==> src/rtl/lfsr_drop_mask_gen.sv <==
// Drives the 12-bit LFSR (reseed/step) and packs threshold comparisons
// of its output into MASK_W-bit keep/drop words on a valid/ready stream.
module lfsr_drop_mask_gen #(
    parameter int MASK_W = 16,
    parameter int CNT_W  = 16
) (
    input  logic              CLK,
    input  logic              RST_N,
    input  logic              start,
    input  logic [CNT_W-1:0]  num_words,
    input  logic [11:0]       threshold,
    input  logic [11:0]       rand_num,
    output logic              load_data,
    output logic              gen_random,
    output logic [MASK_W-1:0] m_data,
    output logic              m_valid,
    input  logic              m_ready,
    output logic              m_last,
    output logic              busy,
    output logic              done,
    output logic [CNT_W+5:0]  keep_cnt
);

    localparam int BW = (MASK_W > 1) ? $clog2(MASK_W) : 1;
    localparam int KW = CNT_W + 6;

    typedef enum logic [2:0] {IDLE, SEED, GEN, OUT, FIN} state_t;

    state_t            state_q, state_d;
    logic [CNT_W-1:0]  nw_q, nw_d;
    logic [CNT_W-1:0]  word_idx_q, word_idx_d;
    logic [11:0]       thr_q, thr_d;
    logic [BW-1:0]     bit_idx_q, bit_idx_d;
    logic [MASK_W-1:0] sr_q, sr_d;
    logic [MASK_W-1:0] data_q, data_d;
    logic [KW-1:0]     keep_q, keep_d;

    logic smp;
    logic word_end;
    logic is_last;

    assign smp      = (rand_num >= thr_q);
    assign word_end = (bit_idx_q == BW'(MASK_W - 1));
    assign is_last  = (word_idx_q == nw_q - CNT_W'(1));

    always_ff @(posedge CLK or negedge RST_N) begin
        if (!RST_N) state_q <= IDLE;
        else        state_q <= state_d;
    end

    always_comb begin
        state_d = state_q;
        unique case (state_q)
            IDLE: if (start) state_d = (num_words != '0) ? SEED : FIN;
            SEED: state_d = GEN;
            GEN:  if (word_end) state_d = OUT;
            OUT:  if (m_ready) state_d = is_last ? FIN : GEN;
            FIN:  state_d = IDLE;
            default: state_d = IDLE;
        endcase
    end

    always_comb begin
        load_data  = 1'b0;
        gen_random = 1'b0;
        m_valid    = 1'b0;
        m_last     = 1'b0;
        busy       = 1'b1;
        done       = 1'b0;
        unique case (state_q)
            IDLE: busy = 1'b0;
            SEED: load_data = 1'b1;
            GEN:  gen_random = 1'b1;
            OUT: begin
                m_valid = 1'b1;
                m_last  = is_last;
            end
            FIN:  done = 1'b1;
            default: busy = 1'b0;
        endcase
    end

    assign m_data   = data_q;
    assign keep_cnt = keep_q;

    always_comb begin
        nw_d       = nw_q;
        thr_d      = thr_q;
        word_idx_d = word_idx_q;
        bit_idx_d  = bit_idx_q;
        sr_d       = sr_q;
        data_d     = data_q;
        keep_d     = keep_q;
        unique case (state_q)
            IDLE: if (start) begin
                nw_d       = num_words;
                thr_d      = threshold;
                keep_d     = '0;
                word_idx_d = '0;
                bit_idx_d  = '0;
            end
            GEN: begin
                sr_d[bit_idx_q] = smp;
                if (smp && keep_q != '1) keep_d = keep_q + KW'(1);
                if (word_end) begin
                    bit_idx_d = '0;
                    data_d    = sr_d;
                end else begin
                    bit_idx_d = bit_idx_q + BW'(1);
                end
            end
            OUT: if (m_ready && !is_last) word_idx_d = word_idx_q + CNT_W'(1);
            default: ;
        endcase
    end

    always_ff @(posedge CLK or negedge RST_N) begin
        if (!RST_N) begin
            nw_q       <= '0;
            thr_q      <= '0;
            word_idx_q <= '0;
            bit_idx_q  <= '0;
            sr_q       <= '0;
            data_q     <= '0;
            keep_q     <= '0;
        end else begin
            nw_q       <= nw_d;
            thr_q      <= thr_d;
            word_idx_q <= word_idx_d;
            bit_idx_q  <= bit_idx_d;
            sr_q       <= sr_d;
            data_q     <= data_d;
            keep_q     <= keep_d;
        end
    end

endmodule

==> config.mk <==
export PLATFORM = sky130hd
export DESIGN_NAME = lfsr_drop_mask_gen
export DESIGN_NICKNAME = d
export VERILOG_FILES = /design/src/rtl/lfsr_drop_mask_gen.sv
export SDC_FILE = /design/constraint.sdc
export NUM_CORES = 1
export LEC_CHECK = 0
export ABC_AREA = 1
export BUFFER_PORTS_ARGS = -buffer_cell sky130_fd_sc_hd__buf_4
export CAP_MARGIN = 40
export CELL_PAD_IN_SITES_DETAIL_PLACEMENT = 0
export CELL_PAD_IN_SITES_GLOBAL_PLACEMENT = 1
export CORE_MARGIN = 2
export CORE_UTILIZATION = 25
export CTS_CLUSTER_DIAMETER = 150
export CTS_CLUSTER_SIZE = 30
export DETAILED_ROUTE_END_ITERATION = 7
export PLACE_DENSITY_LB_ADDON = 0.3
export SETUP_SLACK_MARGIN = 0.02
export SLEW_MARGIN = 25
export SYNTH_ARGS = -nofsm -noshare
export SYNTH_HDL_FRONTEND = slang
export SYNTH_SLANG_ARGS = --single-unit
==> constraint.sdc <==
create_clock -name CLK -period 2.4 [get_ports CLK]
set_clock_uncertainty 0.05 [all_clocks]
set_input_delay 0.12 -clock CLK [delete_from_list [all_inputs] [get_ports CLK]]
set_output_delay 0.12 -clock CLK [all_outputs]
set_load 0.01 [all_outputs]
==> impl_metrics.csv, run 1 <==
group,metric,value,unit
status,status,"completed",
finish,drive_gt1_share,19.9,%
cts,clock-sinks,104,
drt,wire_per_inst,13.6,µm
finish,layout_common_cells,"nand2_1, buf_4, dfrtp_1",
timing,tightest_slew,0.512,ns
setup_path,cp-startpoint,"nw_q[2]",
synthesis,syn_area,6450,µm²
timing,finalSetupViolCount,0,
floorplan,core-area,25300,µm²
timing,relSlewSlack,65.8,%
synthesis,syn_inst,872,
global_routing,grt.total_usage,14.0,%
cts,cts_root_buf,"clkbuf_16",
floorplan,io_pins,88,
pwr,power_density,1090,nW/µm²
pwr,p_leak,4.00,nW
drt,route.detailed.drc,0,
setup_path,reg2reg_slack,0.23,ns
finish,synthToLayoutAreaGrowth,29.1,%
synthesis,synth_cell_types,40,
setup_path,reg2reg_from,"nw_q[1]",
placement,dp_cells,1280,
synthesis,yosys_warnings,0,
cts,path_clk_slew,0.08,ns
finish,layout_commonest_cell,"nand2_1",
setup_path,reg2regPathDepth,15,
placement,place_area,7570,µm²
pwr,ir_drop,440,µV
worst_hold_path,worstHoldStart,"num_words[13]",
finish,fin_cells,1329,
cts,cts_tree,"yes",
drt,routed_via_density,4.39,
setup_path,cp_data_arrival_time,2.16,ns
timing,rsz0062_at_grt,"true",
synthesis,syn_nets,935,
global_routing,grt_overflow,0,
drt,vias,5833,
cts,clk-insertion-delay-late,0.37,ns
synthesis,synth_ff_type,"dfrtp_1",
setup_path,cp-start-kind,"register",
synthesis,synthTopCellsByArea,"dfrtp_1, nand2_1, nor2_1, o21ai_0, nand3_1",
timing,setup_tns,0,ns
drt,drt_iter0_drc,246,
setup_path,path_class,"register to output port",
synthesis,avgSynthCellArea,7.40,µm²
floorplan,die_area,27100,µm²
synthesis,synth_top_area_cell,"dfrtp_1",
worst_hold_path,hold_path_class,"input pin to register",
floorplan,initial_core_util,25.5,%
timing,finalCritPeriodShare,97.2,%
timing,final_max_slew_viol_count,0,
global_routing,antenna_found_initial,0,
setup_path,path_max_fanout,5,
timing,hold_violations,0,
finish,finish.instance_area,8330,µm²
floorplan,rows,58,
cts,numCtsBuffers,9,
setup_path,critPathRequiredTime,2.23,ns
synthesis,synth_top_area_share,40.3,%
drt,routed_wl,18000,µm
synthesis,ys_seq_area_share,40.3,%
timing,clock.fmax,429,MHz
cts,clockBufferDepth,2,
global_routing,grt_max_degree,56,
synthesis,async_reset_ff_share,100,%
setup_path,r2r_end,"word_idx_q[7]",
global_routing,grt_pass1_wl,29900,µm
drt,firstDrtPassIters,4,
floorplan,die_x,165,µm
finish,diodes,0,
worst_hold_path,hold_path_depth,3,
synthesis,ys_seq_elements,104,
setup_path,end_kind,"output port",
floorplan,die-height,165,µm
placement,dp_hpwl,13400,µm
timing,finalCriticalPeriod,2.33,ns
drt,ant_nets,0,
synthesis,synth_edf_count,0,
job,max_cap_viol_count,0,
cts,htreeDepth,3,
worst_hold_path,min_to,"nw_q[13]",
placement,io_buffers,87,
global_routing,grt_pass1_vias,5972,
finish,finalNetCount,1057,
placement,gp_congestion,0.796,
-- worst max-delay path: stages, from the launching register on --
cell,delay (ns)
dfrtp_1,0.44
nor2_2,0.17
nand2_4,0.12
nor2_1,0.19
nand2_1,0.11
xor2_2,0.17
nand3_1,0.11
nor2_2,0.15
nand3_2,0.12
nor2_2,0.09
buf_4,0.13
-- report_power, final --
group	switching, mW	total [mW]	internal [mW]	leakage, nW
clock	0.772	1.62	0.845	0.158
combinational	2.61	4.44	1.84	2.53
sequential	0.661	3.05	2.39	1.31
-- cell usage after synthesis, types with 5 or more instances --
cell type,instances
nand2_1,242
dfrtp_1,104
nor2_1,103
inv_1,73
o21ai_0,71
nand3_1,67
xor2_1,35
ha_1,19
a21oi_1,18
clkbuf_1,16
mux2i_1,15
or2_2,14
nand2_2,13
nor3_1,10
nand4_1,9
nor4_1,7
buf_2,6
nand3b_1,6
nor2_2,6
o21ai_1,6
inv_2,5
xnor2_1,5
-- stage by stage --
stage | power (mW) | hold WS, ns | worst slack [ns] | utilization (%)
after floorplan | 5.70 | -0.226 | 0.383 | -
after global placement | 7.22 | 0.0311 | 0.130 | 30.0
after detailed placement | 7.25 | 0.0331 | 0.0838 | 30.0
after CTS | 9.09 | 0.000507 | -0.00732 | 32.5
after global routing | 9.98 | 0.0190 | -0.118 | 33.0
final | 9.11 | 0.0140 | 0.0671 | 33.0
-- worst max path at each step --
| stage | end | slack, ns | cells past startpoint |
|---|---|---|---|
| after CTS | m_last | -0.007 | 12 |
| final | m_last | 0.07 | 10 |
| after global placement | word_idx_q[0] | 0.13 | 8 |
| after global routing | m_last | -0.12 | 13 |
| after floorplan | word_idx_q[10] | 0.38 | 14 |
| after detailed placement | word_idx_q[3] | 0.08 | 8 |
-- routing by layer --
layer | wire, µm | GRT usage, % | vias to the layer above | part of all wire (%)
met5 | 0 | 0 | - | 0
met4 | 143 | 2.81 | 0 | 0.79
met3 | 692 | 3.24 | 8 | 3.8
met2 | 8800 | 24.5 | 86 | 49
met1 | 8390 | 17.5 | 2696 | 47
li1 | - | - | 3043 | -
-- flip-flops by register name (all words and copies together), names as in the netlist --
name	cells
state_q	3
keep_cnt	22
word_idx_q	16
bit_idx_q	4
m_data	16
sr_q	15
nw_q	16
thr_q	12
-- layout make-up --
cell class              instances  area [µm²]
fillers                      2768       16900
multi-input cells             664        3550
flip-flops and latches        104        2610
repair buffers                136        1130
well taps                     330         413
inverters                      79         297
clock buffers                   9         225
clock inverters                 7         100
-- timing repair --
action | 4_1_cts | 5_1_grt
buffers inserted | 6 | 3
setup endpoints to repair | 1 | 37
gates resized for setup | 13 | 19
hold endpoints to repair | 49 | 0
pin swaps | 6 | 8
cloned | 0 | 1
hold buffers | 22 | 0
-- cell families after synthesis --
kind of cell	synth area share (%)
AO/OA/AOI/OAI	7.95
XOR/XNOR	5.78
adder cells (fa/ha/maj)	3.69
buffers and inverters	6.60
flip-flops	40.3
multiplexers	2.50
AND/OR/NAND/NOR	33.1
No activity file was read; power rests on OpenSTA's default activity.
==> run 2: changes to the inputs <==
--- a/config.mk
+++ b/config.mk
@@ -5,8 +5,6 @@
 export SDC_FILE = /design/constraint.sdc
 export NUM_CORES = 1
 export LEC_CHECK = 0
-export ABC_AREA = 1
-export BUFFER_PORTS_ARGS = -buffer_cell sky130_fd_sc_hd__buf_4
 export CAP_MARGIN = 40
 export CELL_PAD_IN_SITES_DETAIL_PLACEMENT = 0
 export CELL_PAD_IN_SITES_GLOBAL_PLACEMENT = 1
@@ -15,6 +13,7 @@
 export CTS_CLUSTER_DIAMETER = 150
 export CTS_CLUSTER_SIZE = 30
 export DETAILED_ROUTE_END_ITERATION = 7
+export DONT_BUFFER_PORTS = 1
 export PLACE_DENSITY_LB_ADDON = 0.3
 export SETUP_SLACK_MARGIN = 0.02
 export SLEW_MARGIN = 25
==> run 2 against run 1 <==
Against the previous run:
- non-clock buffer count is 5 higher
- largest cell class unchanged
- the flow now finishes with violations (hold timing, setup timing)
- critical endpoint unchanged
- combinational power is 82% lower
- synthesized cell count is 24% lower
==> impl_metrics.csv, run 2 <==
group,metric,value,unit
drt,ant_nets,0,
synthesis,synth_commonest_cells,"nand2_1, dfrtp_1, o21ai_0",
cts,ctsHoldBuffers,29,
global_routing,grt_pass1_vias,5280,
timing,clock.fmax,353,MHz
cts,cts_tree,"yes",
placement,dp_hpwl,11600,µm
drt,routed_via_density,4.75,
synthesis,ys_seq_elements,104,
timing,tightest_slew,0.636,ns
floorplan,initial_core_util,25.4,%
drt,route.detailed.drc,0,
pwr,power.total,4.38,mW
cts,clk-insertion-delay-late,0.36,ns
pwr,power_density,539,nW/µm²
timing,rsz0062_at_grt,"true",
worst_hold_path,hold_path_class,"input pin to async pin",
pwr,p_leak,3.62,nW
cts,clockBufferDepth,2,
finish,fin_util,34.7,%
synthesis,yosys.area_share.simple,25.6,%
synthesis,synth_compound_gate_area_share,12.3,%
floorplan,core-area,23400,µm²
synthesis,synth_fa_ha_area_share,4.00,%
setup_path,critPathRequiredTime,2.23,ns
floorplan,die-height,158,µm
cts,cts_root_buf,"clkbuf_16",
status,status,"complete, but fails checks",
setup_path,critPathSlowestCell,"or4_4",
timing,finalCriticalPeriod,2.83,ns
synthesis,synth_edf_count,0,
synthesis,syn_area,5940,µm²
setup_path,end_kind,"output port",
floorplan,io_pins,88,
setup_path,critPathBufInv,2,
synthesis,synth_top_area_share,43.8,%
timing,finalCritPeriodShare,118,%
synthesis,syn_nets,725,
finish,finalNetCount,839,
global_routing,grt.total_usage,13.6,%
placement,io_buffers,0,
finish,synthToLayoutAreaGrowth,36.9,%
cts,clock-sinks,104,
drt,vias,5220,
synthesis,async_reset_ff_share,100,%
synthesis,synth_top_family_by_area,"simple AND/OR/NAND/NOR gates",
synthesis,synth_cell_types,61,
setup_path,path_delay_family,"simple AND/OR/NAND/NOR gates",
global_routing,grt_max_degree,105,
status,violations,"hold timing, setup timing",
setup_path,cp_data_arrival_time,2.66,ns
global_routing,grt_overflow,0,
synthesis,synth_ff_type,"dfrtp_1",
drt,wire_per_inst,15.5,µm
timing,hold-worst-slack,-0.605,ns
cts,path_clk_slew,0.08,ns
synthesis,avgSynthCellArea,8.97,µm²
setup_path,cp-start-kind,"register",
drt,firstDrtPassIters,4,
floorplan,rows,56,
synthesis,ys_seq_area_share,43.8,%
finish,diodes,0,
timing,hold_violations,104,
setup_path,cpPeakStageDelay,0.55,ns
synthesis,synthTopCellsByArea,"dfrtp_1, nand2_1, o21ai_0, ha_1, mux2_2",
job,max_cap_viol_count,0,
finish,fill_cells,2426,
synthesis,synth.most_common_cell,"nand2_1",
finish,layout_common_cells,"nand2_1, dfrtp_1, buf_4",
floorplan,die_x,158,µm
synthesis,synthMuxAreaShare,5.33,%
setup_path,cp_cell_sequence,"nor4_2 > buf_4 > nand2_4 > or4_4 > and2_4 > nor4_2 > nand3_1 > nor3b_2 > buf_4",
timing,layout_setup_ws,-0.434,ns
pwr,ir_drop,277,µV
synthesis,synth_top_area_cell,"dfrtp_1",
finish,layout_commonest_cell,"nand2_1",
timing,finalSetupViolCount,19,
global_routing,grt_pass1_wl,26600,µm
timing,relSlewSlack,57.5,%
finish,largest_reg_flops,22,
synthesis,syn_inst,662,
synthesis,synth-xor-area-share,4.13,%
timing,final_max_slew_viol_count,0,
synthesis,yosys_warnings,0,
drt,routed_wl,17000,µm
floorplan,die_area,25000,µm²
finish,drive_gt1_share,28.9,%
setup_path,cp-startpoint,"nw_q[1]",
drt,drt_iter0_drc,250,
cts,htreeDepth,3,
setup_path,path_max_fanout,4,
cts,numCtsBuffers,9,
setup_path,reg2reg_from,"nw_q[1]",
setup_path,path_class,"register to output port",
placement,gp_congestion,0.839,
global_routing,antenna_found_initial,1,
run 2: cell count changes after synthesis, moves of 17 or more:
cell	before	now
nand2_1	242	113
nor2_1	103	32
inv_1	73	26
nand3_1	67	29
xor2_1	35	12
a21oi_1	18	35
run 2: cells by family after synthesis:
logic type	after synthesis
adder cells (fa/ha/maj)	19
flip-flops	104
XOR/XNOR	28
multiplexers	29
AO/OA/AOI/OAI	123
buffers and inverters	65
AND/OR/NAND/NOR	294
run 2: timing repair:
item	CTS	global route
pin swaps	16	45
hold endpoints to repair	134	104
setup buffers	12	10
gates cloned	0	2
gates resized for setup	38	66
endpoints found under the setup margin	29	56
run 2: area by class of cell:
| type | instances | area [µm²] | area share [%] |
|---|---|---|---|
| Clock buffer | 9 | 225 | 2.77 |
| Clock inverter | 7 | 61.3 | 0.754 |
| Inverter | 27 | 101 | 1.25 |
| Multi-Input combinational cell | 493 | 3540 | 43.5 |
| Sequential cell | 104 | 2600 | 32.0 |
| Tap cell | 319 | 399 | 4.91 |
| Timing Repair Buffer | 141 | 1200 | 14.7 |
run 2: path summary, 6_finish.rpt:
check,cells after the start,endpoint,slack [ns]
min in group CLK,3,word_idx_q[1],0.08
max in group asynchronous,0,m_data[2],2.70
min,0,thr_q[6],-0.60
max reg2reg,8,word_idx_q[0],-0.40
min reg2reg,2,nw_q[15],0.46
max,9,m_last,-0.43
run 2: worst reg2reg max path, delay by kind of cell (launching register included):
| kind | cells | cell delay [ns] |
|---|---|---|
| compound gates | 1 | 0.30 |
| buf+inv | 1 | 0.17 |
| flops | 1 | 0.43 |
| mux | 1 | 0.29 |
| simple gates | 5 | 1.46 |
run 2: per-layer routing:
metal  global-route usage (%)  share of wire (%)  up-vias
li1                         -                  -     2541
met1                     17.0                 45     2558
met2                     22.9                 49       98
met3                     3.48                4.6       21
met4                     4.85                1.7        2
met5                        0              0.076        -
run 2: power breakdown:
group	internal [mW]	switching, mW	total, mW
registers	1.91	0.199	2.11
clock network	0.728	0.761	1.49
logic	0.321	0.463	0.784
total	2.96	1.42	4.38
run 2: through the flow:
stage | TNS (ns) | area [µm²] | cells | worst slack [ns]
6_report | -5.75 | 8130 | 1100 | -0.434
5_1_grt | -8.64 | 8130 | 1100 | -0.512
3_5_place_dp | -6.39 | 6870 | 1034 | -0.552
3_3_place_gp | -5.71 | 6870 | 1034 | -0.451
2_1_floorplan | -3.15 | 5960 | 662 | -0.288
4_1_cts | -5.47 | 7720 | 1090 | -0.449
==> run 3: changes to the inputs <==
==> constraint.sdc (replaced) <==
create_clock -name CLK -period 2.4 [get_ports CLK]
set_clock_uncertainty 0.05 [all_clocks]
set_input_delay 0 -clock CLK [delete_from_list [all_inputs] [get_ports CLK]]
set_output_delay 0 -clock CLK [all_outputs]
set_load 0.01 [all_outputs]
==> run 3 against run 2 <==
Against the previous run:
- the run still ends with hold timing, setup timing left
- combinational power decreased by 0.6%
- sequential power about the same
- maximum frequency increased by 2.6%
- largest cell class unchanged
- largest power group unchanged
- hold slack got worse by 0.11 ns
- core utilization increased by 0.17 points
- via count about the same
- critical endpoint is now word_idx_q[0]
==> impl_metrics.csv, run 3 (synthesized netlist as in run 2, its figures left out) <==
group,metric,value,unit
setup_path,cp_data_arrival_time,2.95,ns
pwr,ir_drop,316,µV
pwr,p_leak,3.64,nW
floorplan,die_x,158,µm
finish,diodes,0,
floorplan,initial_core_util,25.4,%
status,status,"complete, but fails checks",
cts,ctsHoldBuffers,29,
drt,drt_iter0_drc,218,
timing,relSlewSlack,58.4,%
timing,finalCriticalPeriod,2.76,ns
drt,ant_nets,0,
cts,clockBufferDepth,2,
global_routing,grt.total_usage,13.9,%
placement,io_buffers,0,
global_routing,grt_pass1_vias,5435,
finish,fin_util,34.9,%
setup_path,critPathRequiredTime,2.58,ns
setup_path,cpPeakStageDelay,0.45,ns
setup_path,path_delay_family,"simple AND/OR/NAND/NOR gates",
global_routing,antenna_found_initial,1,
global_routing,busiest_layer,"met2",
floorplan,core-area,23400,µm²
setup_path,cp_cell_sequence,"buf_6 > or4_4 > buf_6 > nor3_4 > a21boi_4 > buf_4 > o2bb2ai_2 > and4b_4 > or2_4 > mux2_4",
floorplan,io_pins,88,
timing,final_max_slew_viol_count,0,
drt,routed_via_density,4.74,
floorplan,rows,56,
cts,clk-insertion-delay-late,0.35,ns
finish,fin_cells,1101,
timing,finalCritPeriodShare,115,%
setup_path,reg2regPathDepth,10,
placement,dp_hpwl,11700,µm
setup_path,end_kind,"register",
drt,route.detailed.drc,0,
floorplan,die-height,158,µm
timing,hold_violations,104,
finish,largest_reg_flops,22,
setup_path,crit_top_cell,"buf_6",
global_routing,grt_pass1_wl,27600,µm
cts,path_clk_slew,0.08,ns
cts,numCtsBuffers,9,
cts,htreeDepth,3,
global_routing,grt_overflow,0,
timing,layout_setup_ws,-0.364,ns
drt,firstDrtPassIters,4,
drt,vias,5218,
setup_path,cp-start-kind,"register",
drt,routed_wl,16900,µm
placement,dp_cells,1034,
status,violations,"hold timing, setup timing",
timing,setup_tns,-5.61,ns
cts,cts_root_buf,"clkbuf_16",
timing,rsz0062_at_grt,"true",
finish,synthToLayoutAreaGrowth,37.5,%
finish,drive_gt1_share,29.5,%
job,max_cap_viol_count,0,
finish,finalNetCount,840,
setup_path,crit_cells,10,
setup_path,critPathSlowestCell,"dfrtp_2",
finish,layout_common_cells,"nand2_1, buf_4, dfrtp_1",
setup_path,path_class,"register to register",
global_routing,gr-usage-met3,3.72,%
worst_hold_path,hold_path_class,"input pin to async pin",
cts,cts_tree,"yes",
floorplan,die_area,25000,µm²
setup_path,critPathBufInv,3,
timing,hold-worst-slack,-0.720,ns
global_routing,grtUsageMet1,17.4,%
placement,gp_congestion,0.823,
timing,finalSetupViolCount,19,
drt,wire_per_inst,15.4,µm
global_routing,grt_max_degree,105,
setup_path,path_max_fanout,4,
timing,clock.fmax,362,MHz
timing,tightest_slew,0.622,ns
finish,layout_commonest_cell,"nand2_1",
global_routing,gr-usage-met2,23.5,%
cts,clock-sinks,104,
pwr,power_density,541,nW/µm²
[run 3: cell types whose count changed in the layout (fill, tap and decap cells not counted), sizes merged]
cell,previous run,this run
buf,110,112
inv,30,29
[run 3: path summary, 6_finish.rpt]
| check | endpoint | slack, ns | start |
|---|---|---|---|
| max in group asynchronous | m_data[2] | 2.85 | RST_N |
| max | word_idx_q[0] | -0.36 | nw_q[3] |
| min | thr_q[6] | -0.72 | RST_N |
| min reg2reg | thr_q[0] | 0.46 | thr_q[0] |
| min in group CLK | word_idx_q[3] | 0.06 | m_ready |
| max reg2reg | word_idx_q[0] | -0.36 | nw_q[3] |
[run 3: repair_timing]
| action | in CTS | in global routing |
|---|---|---|
| pin swaps | 11 | 32 |
| gates cloned | 0 | 2 |
| gates resized for setup | 33 | 82 |
| setup endpoints to repair | 31 | 55 |
| buffers inserted | 9 | 13 |
| hold endpoints to repair | 136 | 104 |
[run 3: cell type report]
| cell class | instances | area, µm² |
|---|---|---|
| clock buffer | 10 | 239 |
| multi-input combinational | 493 | 3550 |
| sequential | 104 | 2610 |
| fill | 2443 | 15200 |
| inverter | 27 | 101 |
| tap | 319 | 399 |
| timing repair buffer | 142 | 1210 |
| clock inverter | 6 | 61.3 |
[run 3: layer usage]
layer | share of wire, % | vias up
li1 | - | 2555
met1 | 45 | 2559
met2 | 49 | 85
met3 | 4.5 | 17
met4 | 1.4 | 2
met5 | 0.077 | -
[run 3: metrics by stage]
stage                     hold slack, ns  instance area (µm²)  power [mW]  worst slack [ns]
after floorplan                   -0.346                 5960        2.64            -0.288
after global placement            -0.343                 6870        2.85            -0.383
after detailed placement          -0.343                 6870        2.86            -0.463
after CTS                         -0.739                 7690        4.46            -0.356
after global routing              -0.748                 8170        4.69            -0.440
final                             -0.720                 8170        4.42            -0.364
[run 3: power by group]
part	switching, mW	internal (mW)
registers	0.199	1.91
clock network	0.768	0.761
logic	0.460	0.319
total	1.43	2.99
